===== src/rtl/maze_pkg.sv =====
// Shared maze constants, colours and the block-access state enum.
// Used by both the block reader and the block drawer.
package maze_pkg;

  localparam int SCREEN_W = 320;
  localparam int SCREEN_H = 240;
  localparam int BLOCK_N  = 8;
  localparam int COLOR_W  = 3;

  localparam logic [COLOR_W-1:0] COLOR_BLACK = 3'b000;
  localparam logic [COLOR_W-1:0] COLOR_WALL  = 3'b111;

  typedef enum logic [1:0] {IDLE, READ, DRAIN, DONE} state_t;

endpackage


===== src/rtl/block_scan_counter.sv =====
// Row-major dx/dy walker over an N x N block, dx fastest; last flags (N-1,N-1).
// Zero latency: last reflects the current registered position; no backpressure.
module block_scan_counter #(
  parameter int N = 8
) (
  input  logic       clock,
  input  logic       resetn,
  input  logic       clear,
  input  logic       advance,
  output logic [3:0] dx,
  output logic [3:0] dy,
  output logic       last
);

  localparam logic [3:0] LAST = 4'(N - 1);

  logic [3:0] dx_q, dx_d;
  logic [3:0] dy_q, dy_d;

  always_comb begin
    dx_d = dx_q;
    dy_d = dy_q;
    if (clear) begin
      dx_d = 4'd0;
      dy_d = 4'd0;
    end else if (advance) begin
      if (dx_q == LAST) begin
        dx_d = 4'd0;
        dy_d = (dy_q == LAST) ? 4'd0 : dy_q + 4'd1;
      end else begin
        dx_d = dx_q + 4'd1;
      end
    end
  end

  always_ff @(posedge clock) begin
    if (!resetn) begin
      dx_q <= 4'd0;
      dy_q <= 4'd0;
    end else begin
      dx_q <= dx_d;
      dy_q <= dy_d;
    end
  end

  assign dx   = dx_q;
  assign dy   = dy_q;
  assign last = (dx_q == LAST) && (dy_q == LAST);

endmodule


===== src/rtl/maze_block_reader.sv =====
// Scans an N x N framebuffer block and counts pixels equal to a latched colour.
// done arrives N*N+RD_LATENCY+1 cycles after start; start is ignored unless idle.
module maze_block_reader
  import maze_pkg::*;
#(
  parameter int N          = BLOCK_N,
  parameter int X_W        = 9,
  parameter int Y_W        = 8,
  parameter int COLOR_W    = maze_pkg::COLOR_W,
  parameter int X_MAX      = SCREEN_W,
  parameter int Y_MAX      = SCREEN_H,
  parameter int RD_LATENCY = 1,
  parameter int CNT_W      = 7
) (
  input  logic               clock,
  input  logic               resetn,
  input  logic               start,
  input  logic [X_W-1:0]     bias_x,
  input  logic [Y_W-1:0]     bias_y,
  input  logic [COLOR_W-1:0] match_color,
  output logic               rd_en,
  output logic [X_W-1:0]     rd_x,
  output logic [Y_W-1:0]     rd_y,
  input  logic [COLOR_W-1:0] rd_color,
  output logic               busy,
  output logic               done,
  output logic [CNT_W-1:0]   match_count,
  output logic               any_match,
  output logic               all_match,
  output logic               offscreen
);

  state_t               state_q, state_d;
  logic [X_W-1:0]       bias_x_q, bias_x_d;
  logic [Y_W-1:0]       bias_y_q, bias_y_d;
  logic [COLOR_W-1:0]   color_q, color_d;
  logic                 rd_en_q, rd_en_d;
  logic [X_W-1:0]       rd_x_q, rd_x_d;
  logic [Y_W-1:0]       rd_y_q, rd_y_d;
  logic                 busy_q, busy_d;
  logic                 done_q, done_d;
  logic [CNT_W-1:0]     count_q, count_d;
  logic                 any_q, any_d;
  logic                 all_q, all_d;
  logic                 off_q, off_d;
  logic [2:0]           drain_q, drain_d;
  logic [RD_LATENCY:0]  pipe_vld_q, pipe_vld_d;
  logic [RD_LATENCY:0]  pipe_off_q, pipe_off_d;

  logic                 scan_clear, scan_adv, scan_last;
  logic [3:0]           dx, dy;
  logic [X_W-1:0]       px;
  logic [Y_W-1:0]       py;
  logic                 pix_off, new_vld, new_off, hit;

  block_scan_counter #(.N(N)) u_scan (
    .clock   (clock),
    .resetn  (resetn),
    .clear   (scan_clear),
    .advance (scan_adv),
    .dx      (dx),
    .dy      (dy),
    .last    (scan_last)
  );

  // Coordinates wrap by truncation before the screen-bounds test.
  assign px      = bias_x_q + X_W'(dx);
  assign py      = bias_y_q + Y_W'(dy);
  assign pix_off = (px >= X_W'(X_MAX)) || (py >= Y_W'(Y_MAX));

  // Off-screen pixels count as wall hits without touching the read port.
  assign hit = pipe_off_q[RD_LATENCY] |
               (pipe_vld_q[RD_LATENCY] & (rd_color == color_q));

  always_comb begin
    state_d    = state_q;
    bias_x_d   = bias_x_q;
    bias_y_d   = bias_y_q;
    color_d    = color_q;
    rd_en_d    = 1'b0;
    rd_x_d     = rd_x_q;
    rd_y_d     = rd_y_q;
    busy_d     = busy_q;
    done_d     = 1'b0;
    count_d    = count_q;
    any_d      = any_q;
    all_d      = all_q;
    off_d      = off_q;
    drain_d    = drain_q;
    scan_clear = 1'b0;
    scan_adv   = 1'b0;
    new_vld    = 1'b0;
    new_off    = 1'b0;

    if (hit) begin
      count_d = count_q + CNT_W'(1);
      any_d   = 1'b1;
      all_d   = (count_d == CNT_W'(N * N));
    end

    case (state_q)
      IDLE: begin
        if (start) begin
          bias_x_d   = bias_x;
          bias_y_d   = bias_y;
          color_d    = match_color;
          count_d    = '0;
          any_d      = 1'b0;
          all_d      = 1'b0;
          off_d      = 1'b0;
          busy_d     = 1'b1;
          scan_clear = 1'b1;
          state_d    = READ;
        end
      end
      READ: begin
        scan_adv = 1'b1;
        rd_x_d   = px;
        rd_y_d   = py;
        rd_en_d  = !pix_off;
        new_vld  = !pix_off;
        new_off  = pix_off;
        if (pix_off) off_d = 1'b1;
        if (scan_last) begin
          drain_d = 3'd0;
          state_d = DRAIN;
        end
      end
      DRAIN: begin
        if (drain_q == 3'(RD_LATENCY)) begin
          done_d  = 1'b1;
          busy_d  = 1'b0;
          state_d = DONE;
        end else begin
          drain_d = drain_q + 3'd1;
        end
      end
      default: state_d = IDLE;
    endcase

    pipe_vld_d = {pipe_vld_q[RD_LATENCY-1:0], new_vld};
    pipe_off_d = {pipe_off_q[RD_LATENCY-1:0], new_off};
  end

  always_ff @(posedge clock) begin
    if (!resetn) begin
      state_q    <= IDLE;
      bias_x_q   <= '0;
      bias_y_q   <= '0;
      color_q    <= '0;
      rd_en_q    <= 1'b0;
      rd_x_q     <= '0;
      rd_y_q     <= '0;
      busy_q     <= 1'b0;
      done_q     <= 1'b0;
      count_q    <= '0;
      any_q      <= 1'b0;
      all_q      <= 1'b0;
      off_q      <= 1'b0;
      drain_q    <= 3'd0;
      pipe_vld_q <= '0;
      pipe_off_q <= '0;
    end else begin
      state_q    <= state_d;
      bias_x_q   <= bias_x_d;
      bias_y_q   <= bias_y_d;
      color_q    <= color_d;
      rd_en_q    <= rd_en_d;
      rd_x_q     <= rd_x_d;
      rd_y_q     <= rd_y_d;
      busy_q     <= busy_d;
      done_q     <= done_d;
      count_q    <= count_d;
      any_q      <= any_d;
      all_q      <= all_d;
      off_q      <= off_d;
      drain_q    <= drain_d;
      pipe_vld_q <= pipe_vld_d;
      pipe_off_q <= pipe_off_d;
    end
  end

  assign rd_en       = rd_en_q;
  assign rd_x        = rd_x_q;
  assign rd_y        = rd_y_q;
  assign busy        = busy_q;
  assign done        = done_q;
  assign match_count = count_q;
  assign any_match   = any_q;
  assign all_match   = all_q;
  assign offscreen   = off_q;

endmodule


===== config.mk =====
export PLATFORM = sky130hd
export DESIGN_NAME = maze_block_reader
export DESIGN_NICKNAME = d
export VERILOG_FILES = /design/src/rtl/maze_pkg.sv /design/src/rtl/block_scan_counter.sv /design/src/rtl/maze_block_reader.sv
export SDC_FILE = /design/constraint.sdc
export NUM_CORES = 1
export LEC_CHECK = 0
export CORE_ASPECT_RATIO = 1.1
export CORE_UTILIZATION = 47
export DETAILED_ROUTE_END_ITERATION = 8
export GPL_TIMING_DRIVEN = 0
export PLACE_DENSITY = 0.75
export SLEW_MARGIN = 0
export SYNTH_ARGS = -nofsm -noshare
export SYNTH_HDL_FRONTEND = slang
export SYNTH_SLANG_ARGS = --single-unit

===== constraint.sdc =====
create_clock -name clock -period 2.2 [get_ports clock]
set_clock_uncertainty 0.05 [all_clocks]
set_input_delay 0.22 -clock clock [delete_from_list [all_inputs] [get_ports clock]]
set_output_delay 0.22 -clock clock [all_outputs]
set_load 0.01 [all_outputs]

======== Word level (Yosys, flattened, before mapping) ========
Index checks and enable logic that the tools add are counted.
word-level totals
  flip-flop bits (word level) ............. 67
  output and inout bits ................... 30
  word-level logic and storage cells ...... 87
cells by class
  $add $sub $neg .......................... 6
  magnitude comparators ................... 2
  equal/unequal tests ..................... 12
  multiplexer cells ....................... 29
  bitwise logic cells ..................... 3
  reductions and logical operators ........ 16
operators with widths
  operator               number
  $mux W7                3
  $mux W1                15
  $reduce_and A3 Y1      4
  $ne A2 B2 Y1 const B   5
  $add A9 B4 Y9          1
  $ge A9 B9 Y1 const B   1
  $add A4 B1 Y4 const B  2
  $add A8 B4 Y8          1
  $eq A4 B3 Y1 const B   2
  $ge A8 B8 Y1 const B   1
  $mux W4                2
  $reduce_and A2 Y1      4
  $add A7 B1 Y7 const B  1
  $eq A7 B7 Y1 const B   1
  $mux W2                3
  $mux W3                2
  $pmux W2 S3            1
  $pmux W3 S2            1
  $reduce_bool A2 Y1     3
  $pmux W1 S2            2
  $add A3 B1 Y3 const B  1
  $eq A3 B1 Y1 const B   1
  $eq A3 B3 Y1           1
  $eq A2 B1 Y1 const B   1
  9 further kinds        9

======== Logic depth before layout (Yosys ltp) ========
Gate-level depths: netlist of the first run.
  depth in word-level cells ............... 6
  depth in mapped cells ................... 8
  mapped depth without buffers ............ 8

======== Cells and area by module ========
Synthesis of the first run repeated with hierarchy kept, for this count alone.
unflattened totals
  cells, all modules ...................... 363
  area total of the unflattened synthesis .. 3,156.8 um^2
by module, submodules not included
  module              times used  cells an instance  area an instance (um^2)  sequential area each (um^2)
  maze_block_reader   1           320                2,770.2                  1,161.1
  block_scan_counter  1           43                 386.6                    160.2

======== Worst setup path before layout of the first run ========
OpenSTA, ideal clock, no wires.
  kind .................................... reg-to-reg
  from .................................... reg u_scan.dy_q[0], in the netlist u_scan.dy[0]
  to ...................................... reg rd_y_q[6], in the netlist rd_y[6]
  setup time .............................. 0.091 ns
  data arrival time ....................... 1.947 ns
  slack ................................... 0.112 ns
  stages on the path, launching flop included .. 9
  buffers on the path ..................... 0
  path through ............................ dfxtp_1 > ha_1 > inv_1 > fa_1 > and2b_1 > o21a_1 > nor2_1 > or3_1 > a311oi_1
between the ends
  longest elaborated chain between the ends .. 1
RTL lines
  what                      RTL line                  text
  start: declaration        block_scan_counter.sv:18  logic [3:0] dy_q, dy_d;
  start signal: assignment  block_scan_counter.sv:42  dy_q <= dy_d;
  $add A8 B4 Y8             maze_block_reader.sv:68   assign py = bias_y_q + Y_W'(dy);
  end signal: assignment    maze_block_reader.sv:170  rd_y_q <= rd_y_d;
  end: declaration          maze_block_reader.sv:39   logic [Y_W-1:0] rd_y_q, rd_y_d;
Every way passes these cells.
A chain may end at the register's enable or synchronous reset.

======== Final worst setup path of the first run ========
  from .................................... reg u_scan.dx_q[0], in the netlist u_scan.dx[0]
  to ...................................... reg pipe_vld_q[0]
between the ends
  longest elaborated chain between the ends .. 5
RTL lines
  what                      RTL line                  text
  start: declaration        block_scan_counter.sv:17  logic [3:0] dx_q, dx_d;
  start signal: assignment  block_scan_counter.sv:38  dx_q <= 4'd0;
  start signal: assignment  block_scan_counter.sv:41  dx_q <= dx_d;
  $add A9 B4 Y9             maze_block_reader.sv:67   assign px = bias_x_q + X_W'(dx);
  $ge A9 B9 Y1              maze_block_reader.sv:69   assign pix_off = (px >= X_W'(X_MAX)) || (py >= Y_W'(Y_MAX));
  $logic_or A1 B1 Y1        maze_block_reader.sv:69
  $logic_not A1 Y1          maze_block_reader.sv:121  new_vld = !pix_off;
  $mux W1                   -
  end signal: assignment    maze_block_reader.sv:178  pipe_vld_q <= pipe_vld_d;
  end: declaration          maze_block_reader.sv:47   logic [RD_LATENCY:0] pipe_vld_q, pipe_vld_d;
Every way passes these cells.

==> impl.org, run 1 <==
** Synth
- Averaged over all synthesized cells, the footprint is 8.487 um^2.
- Number of library cell types mapped by synthesis :: 41
- Number of warnings reported in the yosys synthesis log :: 0
- Cell area after synthesis :: 3166 um^2
- Of the synthesized area, sequential elements account for 41.74%.
- Dominant cell type by area after synthesis :: sky130_fd_sc_hd__dfxtp_1
- Leading cell types by total area after synthesis :: sky130_fd_sc_hd__dfxtp_1 (42%), sky130_fd_sc_hd__nand2_1 (7.0%), sky130_fd_sc_hd__ha_1 (6.7%)
- Share of the synthesized area in the top cell type :: 41.74%
- Synth async-reset ratio :: 0%
- Flip-flop cell with the highest count after synthesis :: sky130_fd_sc_hd__dfxtp_1
- Post-synthesis cell count :: 373
- Post-synth EDFFs :: 0
- Synthesized net count :: 418
- #FFs+latches synth :: 66

** Critical path
- Worst path slowest cell :: sky130_fd_sc_hd__dfxtp_4
- Critical path launch point type :: flip-flop
- Critical path class :: flip-flop to flip-flop
- Endpoint required time on the critical path :: 2.39 ns
- Of all nets on the critical path, the largest fanout is 5.
- CP cell instances :: ha_4 > inv_2 > fa_2 > nand2b_4 > a211oi_4 > mux2i_1 > o311ai_2 > and3b_1
- For this run, the slowest stage of the critical path takes 0.38 ns.
- Buffering stage count on the worst path with inverters included :: 1
- STA classifies the critical path endpoint as a flip-flop.
- STA puts the critical path data arrival time at 2.29 ns.
- Among cell families on the critical path, the largest total delay comes from adder cells.
- The setup check on the worst reg-to-reg path leaves a slack of 0.10 ns.

** Clock tree
- After clock tree synthesis, the clock-pin slew on the worst setup and hold paths is 0.08 ns.
- TritonCTS built the clock tree.
- CTS placed an instance of sky130_fd_sc_hd__clkbuf_8 at the clock tree root.
- Buffers inserted to repair hold after CTS numbered 0.
- The H-tree was split into 3 levels.
- Counting along the longest clock path gives a buffer depth of 2.
- Clock net sink count :: 66
- At the later pin of the worst-skew pair, clock insertion delay measures 0.34 ns.
- In this run, CTS created clock tree buffers numbering 9.

** Layout
- The net count of the finished layout is 487.
- P&R area growth vs syn :: 31.74%
- Final cell area excluding filler cells :: 4170 um^2
- Footprint of the flip-flops and latches :: 1331 um^2
- Number of fill cells in the layout :: 551
- Combined area of the multi-input logic cells :: 1785 um^2
- 0 antenna diodes ended up in the layout.
- Ratio of cells with drive above 1 in the final layout :: 9.172%

** Global routing
- The initial antenna violation count is 0.
- The first global-routing pass estimated 12,100 um of wire.
- Total routing resource utilization after global routing :: 22.76%
- Total grt overflow :: 0
- Entering global routing, the biggest net connects 12 pins.
- Vias in the first global route :: 2,637

** Route
- After detailed routing, the number of vias per cell comes to 5.248.
- Initial detailed-routing violation count :: 109
- Wire length after detailed routing :: 7399 um
- Met2 wire len :: 3552 um
- Detailed Routing Iterations Pass 1 :: 4
- Antenna-violating nets left :: 0
- The highest metal layer carrying signal wires in the routed design is met4.
- Sum of met3 wire segment lengths after detailed routing :: 227 um
- In the routed design, unresolved DRC markers number 0.
- After detailed routing, the average wire length per cell comes to 13.99 um.
- The detailed router put a total of 3520 um of wire on met1.
- Detailed-route via count :: 2,776

** STA
- Worst slew margin relative to its limit :: 56.91%
- Setup slack of the critical path after layout :: 0.1018 ns
- Finish-stage setup viols :: 0
- The smallest clock period supported by the final layout is computed as 2.098 ns.
- The count of pins over their slew limit came to 0.
- Final worst-path cycle share :: 95.37%
- Worst Tran Pin Value :: 0.6464 ns
- Max Clk Rate :: 476.6 MHz
- The hold violation total from the final report is 0.

** Placement
- Gp weighted congestion :: 0.8445
- After detailed placement, the total cell area comes to 3819 um^2.
- Summed over all nets, the half-perimeter wirelength after detailed placement is 5274 um.
- OpenSTA, run right after detailed placement, puts the worst setup slack at -0.08188 ns.
- Input and output buffers added on the ports amount to 55.

** Die
- Area of the core :: 6555 um^2
- DIE WIDTH :: 80.25 um
- Number of placement rows :: 31
- Floorplan die height :: 88.08 um
- Initial core utilization :: 48.29%
- During I/O placement, the number of pins put on the boundary was 56.
- Area enclosed by the die boundary :: 7068 um^2

** Power and ir drop
- Power density over cell area :: 952.4 nW/um^2
- VDD sags by at most 0.7979 mV.
- Standby leakage power :: 1.570 nW

** Hold path
- Hold/Removal Path Class :: input pin to flip-flop

** Job
- Max-cap violations in this run came to 0.

** Run status
- The flow ran to the end, and the final reports show no timing, DRC or antenna violations.
-- cells in the mapped netlist, types with 3 or more instances --
library cell               count
sky130_fd_sc_hd__dfxtp_1      66
sky130_fd_sc_hd__nand2_1      59
sky130_fd_sc_hd__nor2_1       39
sky130_fd_sc_hd__a21oi_1      33
sky130_fd_sc_hd__ha_1         17
sky130_fd_sc_hd__xnor2_1      17
sky130_fd_sc_hd__inv_1        16
sky130_fd_sc_hd__mux2i_1      13
sky130_fd_sc_hd__clkbuf_1     12
sky130_fd_sc_hd__o21ai_0      12
sky130_fd_sc_hd__a211oi_1     10
sky130_fd_sc_hd__nor3_1        8
sky130_fd_sc_hd__a21o_1        7
sky130_fd_sc_hd__xor2_1        6
sky130_fd_sc_hd__nand2b_1      5
sky130_fd_sc_hd__nand3_1       5
sky130_fd_sc_hd__or3_1         5
sky130_fd_sc_hd__and2_1        4
sky130_fd_sc_hd__buf_2         4
sky130_fd_sc_hd__nor2b_1       4
sky130_fd_sc_hd__a31oi_1       3
sky130_fd_sc_hd__nand4_1       3
-- cell type report --
| cell class | instances | share of cell area, % |
|---|---|---|
| Multi-Input combinational cell | 275 | 42.81 |
| Sequential cell | 66 | 31.92 |
| Timing Repair Buffer | 58 | 13.74 |
| Clock buffer | 12 | 3.720 |
| Tap cell | 82 | 2.460 |
| Clock inverter | 4 | 2.340 |
| Buffer | 16 | 1.560 |
| Inverter | 16 | 1.440 |
-- metrics by stage --
stage          total power [mW]  hold slack (ns)  utilization (%)   TNS [ns]  std cells
2_1_floorplan             2.257           0.2917                -          0        373
3_3_place_gp              2.651           0.3672            58.26    -0.1507        510
3_5_place_dp              2.689           0.3731            58.26    -0.2236        510
4_1_cts                   3.968           0.3550            62.59          0        527
5_1_grt                   4.207           0.3827            63.62  -0.003881        529
6_report                  3.972           0.3648            63.62          0        529
-- worst min-delay path, delay by kind of cell --
kind	cells	cell delay [ns]
and+or+nand+nor	1	0.05
AOI/OAI and AO/OA	1	0.05
buffers and inverters	1	0.40
-- layer usage --
metal,track usage (%),vias up
met5,0,-
met4,9.740,0
met3,4.792,9
met2,38.15,66
met1,28.32,1289
li1,-,1412
-- power by group --
part           switching [mW]  internal (mW)
Combinational           0.643          0.525
Clock                   0.463          0.816
Sequential              0.145           1.38
-- cells in the final DEF, fill, tap and decap left out, types with 7 or more instances in the layout --
cell type	count
sky130_fd_sc_hd__clkbuf_8	11
sky130_fd_sc_hd__ha_1	15
sky130_fd_sc_hd__dfxtp_1	62
sky130_fd_sc_hd__clkdlybuf4s50_1	55
sky130_fd_sc_hd__inv_1	15
sky130_fd_sc_hd__clkbuf_1	13
sky130_fd_sc_hd__mux2i_1	13
sky130_fd_sc_hd__xnor2_1	17
sky130_fd_sc_hd__o21ai_0	12
sky130_fd_sc_hd__a21oi_1	33
sky130_fd_sc_hd__nor3_1	8
sky130_fd_sc_hd__a21o_1	7
sky130_fd_sc_hd__nor2_1	39
sky130_fd_sc_hd__a211oi_1	10
sky130_fd_sc_hd__nand2_1	59
-- final timing paths --
check | from | endpoint | cells after the start
min | bias_x[7] | bias_x_q[7] | 3
min reg2reg | pipe_off_q[0] | pipe_off_q[1] | 1
max reg2reg | u_scan.dx[0] | pipe_vld_q[0] | 8
max | u_scan.dx[0] | pipe_vld_q[0] | 8
-- registers in the layout, summed over array words and instances, names as in the netlist, 3 cells and up --
register and cells:
drain_q 3, bias_x_q 9, rd_x 9, color_q 3, bias_y_q 8, u_scan.dx 4
match_count 7, u_scan.dy 4, rd_y 8
-- timing repair --
item,4_1_cts,5_1_grt
pin swaps,1,5
endpoints found under the setup margin,5,6
resized for setup,7,12
buffers inserted,1,2
-- cells by family (layout without fill, tap and decap cells) --
kind of cell | Yosys count | count (layout) | synth area share, %
simple gates | 142 | 142 | 20.24
compound gates | 78 | 78 | 15.61
flops | 66 | 66 | 41.74
buf+inv | 32 | 106 | 3.953
xor+xnor | 23 | 23 | 6.364
fa+ha+maj | 19 | 19 | 7.984
mux | 13 | 13 | 4.111
Note: power is estimated with default switching activity, not from simulation.
==> inputs of run 2 (changes only) <==
--- a/config.mk
+++ b/config.mk
@@ -7,2 +7,3 @@
 export LEC_CHECK = 0
+export CAP_MARGIN = 40
 export CORE_ASPECT_RATIO = 1.1
--- a/constraint.sdc
+++ b/constraint.sdc
@@ -4,2 +4,2 @@
 set_output_delay 0.22 -clock clock [all_outputs]
-set_load 0.01 [all_outputs]
+set_load 0.005 [all_outputs]
==> results of run 2 <==
Same layout as run 1 (identical final DEF). Status: finished clean.
Main changes from that run: total power 3.972 mW -> 3.940 mW; worst IR drop on VDD 0.7979 mV -> 0.7977 mV
==> inputs of run 3 (changes only) <==
- CORE_UTILIZATION: 47 -> 40
- PLACE_DENSITY: 0.75 -> 0.66
==> run 3 against run 2 <==
Effect of this change:
- final cell count grew 3.8%
- sequential power is essentially flat
- count of clock-buffer cells in the layout is the same
- sequential share of layout area grew 0.48 points
- register-to-register slack is essentially flat
- worst setup slack lost 0.0039 ns
- largest cell class unchanged
- critical path type unchanged
- power shrank 7.0%
==> impl.org, run 3 (synthesis gave the netlist of run 1 again) <==
** Placement
- Placed wire-length estimate after detailed placement :: 5273 um (about the same)
- The count of port buffers added during placement is 55 (unchanged).
- Instance area at placement :: 3847 um^2 (+0.75%)
- The placer's final routability congestion estimate was 0.8207 (-2.8%).

** Die
- The row count came to 33 (+6.5%).
- The die area was 8274 um^2 (+17%).
- The number of I/O pins was 56 (unchanged).
- The height of the die was 95.30 um (+8.2%).
- Area of the core :: 7556 um^2 (+15%)
- DIE WIDTH :: 86.82 um (+8.2%)
- Initial core utilization :: 41.89% (-6.4 points)

** Global routing
- The maximum number of pins on one net before global-route repair is 11 (-1).
- Total grt overflow :: 0 (unchanged)
- The initial antenna violation count came to 0 (unchanged).
- The total routing usage reported by global routing was 19.83% (-2.9 points).
- Global-route wire length before repair :: 12,350 um (+2.1%)
- The number of global-route vias before repair is 2,662 (+0.95%).

** Critical path
- The arrival time reported for the critical path endpoint is 2.30 ns (about the same).
- Critical register-to-register path startpoint :: u_scan.dy[0]
- The worst setup path is captured at a flip-flop.
- Critical path class :: flip-flop to flip-flop
- The internal reg-to-reg setup slack came to 0.1 ns (about the same).
- Endpoint required time on the critical path :: 2.39 ns (about the same)
- The cell depth of the worst flop-to-flop path was 8 (unchanged).
- STA classifies the critical path startpoint as a flip-flop.
- In this run the critical register-to-register path is captured at pipe_vld_q[0].
- The peak fanout along the critical path came to 5 (unchanged).

** Layout
- The top cell types in the final layout, fill and taps aside, are sky130_fd_sc_hd__dfxtp_1 (63), sky130_fd_sc_hd__nand2_1 (59), sky130_fd_sc_hd__clkdlybuf4s50_1 (55), sky130_fd_sc_hd__nor2_1 (39), sky130_fd_sc_hd__a21oi_1 (33).
- Commonest non-fill, non-tap cell in the layout :: sky130_fd_sc_hd__dfxtp_1
- The final layout net count was 485 (-0.41%).
- Ratio of cells with drive above 1 in the final layout :: 7.883% (-1.3 points)
- The post-route cell area is 4105 um^2 (-1.6%).
- Compared with the post-synthesis result, the final layout area differs by 29.68%.
- The antenna diode count came to 0 (unchanged).

** Route
- The final routed wire length divided by cell count was 13.43 um (-4.0%).
- Detailed-route DRC error count :: 0 (unchanged)
- The routed wire length is 7371 um (-0.38%).
- The number of detailed-route iterations in the first pass came to 4 (unchanged).
- The number of DRC violations after detailed-routing iteration 0 came to 84 (-23%).
- Detailed-route vias per instance :: 4.962 (-5.4%)
- The number of routed nets with antenna violations was 0 (unchanged).
- The overall via count from detail_route was 2,724 (-1.9%).

** Clock tree
- CTS placed an instance of sky130_fd_sc_hd__clkbuf_8 at the clock tree root.
- Clock-pin slew of the registers on the worst-case setup and hold paths :: 0.07 ns (about the same)
- The clock latency on the worst-skew pair was 0.35 ns (about the same).
- CTS hold repair buffers :: 0 (unchanged)
- The number of buffers on the longest clock path is 2 (unchanged).
- Clock net sink count :: 66 (unchanged)
- TritonCTS clock tree :: done
- Number of buffers created by CTS :: 9 (unchanged)
- H-Tree Depth :: 3 (unchanged)

** Power and ir drop
- The share of total power dissipated in combinational logic is 31.3%.
- The share of total power dissipated in the clock network is 27.4%.
- In this run switching power makes up 33.22% of total power.
- In this run the power density over the cells is 892.2 nW/um^2.
- Psw :: 1.217 mW
- The design draws 3.663 mW.
- Worst VDD drop :: 0.5485 mV
- The leakage power came to 1.532 nW (-2.4%).
- Cell-internal power :: 2.446 mW
- Of the total power, registers draw 41.4%.

** Hold path
- The min-delay analysis places its worst path in the category input pin to flip-flop.
- The worst hold path begins at bias_y[5].
- The number of cells traversed by the worst hold path came to 3 (unchanged).
- Worst min-delay path endpoint :: bias_y_q[5]

** STA
- The slew of the pin with the lowest slew margin was 0.6646 ns (+0.01814 ns).
- The shortest clock period the worst path allows after layout is 2.102 ns (+0.003925 ns).
- Finish-stage setup viols :: 0 (unchanged)
- Worst hold slack :: 0.3638 ns (-0.0009880 ns)
- The sum of negative setup slack came to 0 ns (unchanged).
- The highest clock rate was 475.7 MHz (-0.19%).
- Setup repair after global routing left no endpoint under its margin.
- The part of the cycle the worst path needs came to 95.55% (+0.18 points).
- Worst slew margin relative to its limit :: 55.70% (-1.2 points)
- The count of pins over their slew limit is 0 (unchanged).
- Hold violation total from the final report :: 0 (unchanged)

** Run status
- Run status :: finished clean

** Job
- Max capacitance violation total :: 0 (unchanged)
-- run 3: cell count changes in the layout (fill, tap and decap cells not counted), sizes merged --
cell      previous run  this run
clkinvlp             1         0
bufinv               3         1
buf                  7         5
clkinv               0         2
-- run 3: power by group through the flow --
stage | logic [mW] | registers, mW | clock network (mW)
floorplan | 0.711 | 1.52 | 0
CTS | 1.14 | 1.51 | 1.02
global placement | 1.11 | 1.53 | 0
detailed placement | 1.13 | 1.54 | 0
global route | 1.28 | 1.54 | 1.08
finish | 1.15 | 1.51 | 1.00
-- run 3: worst max-delay path by stage --
stage / from / cells past startpoint / to / slack, ns
floorplan: u_scan.dy[0] / 8 / rd_y[6] / 0.11
global placement: u_scan.dx[0] / 8 / pipe_vld_q[0] / -0.08
detailed placement: u_scan.dy[0] / 8 / rd_y[6] / -0.10
CTS: u_scan.dy[0] / 8 / rd_y[6] / 0.02
global route: u_scan.dx[0] / 8 / pipe_vld_q[0] / 0.004
finish: u_scan.dy[0] / 8 / pipe_vld_q[0] / 0.1
-- run 3: what timing repair did --
item	in CTS	in global routing
gates resized for setup	10	6
setup endpoints to repair	4	4
buffers inserted	1	0
pin swaps	2	3
-- run 3: cell type report --
cell class | instances | area, um^2
clock inverter | 3 | 40.04
buffer | 16 | 65.06
tap | 105 | 131.4
fill | 718 | 3451
timing repair buffer | 56 | 558.0
inverter | 16 | 60.06
clock buffer | 12 | 145.1
multi-input combinational | 275 | 1775
sequential | 66 | 1330
-- run 3: metal layers --
metal	vias to the layer above	track usage, %	routed length [um]
li1	1405	-	-
met2	62	32.74	3386
met5	-	0	0
met3	9	5.195	304
met1	1248	25.24	3591
met4	0	6.250	88
-- run 3: stage by stage --
step	cells	setup WS (ns)	util (%)
after global placement	533	-0.07931	50.92
after CTS	549	0.01587	53.97
after detailed placement	533	-0.1039	50.92
final	549	0.09789	54.33
after floorplan	373	0.1117	-
after global routing	549	0.003931	54.33
-- run 3: critical path: stages (launching register included) --
cell	delay (ns)
sky130_fd_sc_hd__dfxtp_4	0.37
sky130_fd_sc_hd__ha_4	0.17
sky130_fd_sc_hd__inv_1	0.07
sky130_fd_sc_hd__fa_2	0.21
sky130_fd_sc_hd__and2b_2	0.25
sky130_fd_sc_hd__a2111o_1	0.39
sky130_fd_sc_hd__nand4_1	0.11
sky130_fd_sc_hd__o2111ai_2	0.18
sky130_fd_sc_hd__and3b_1	0.22
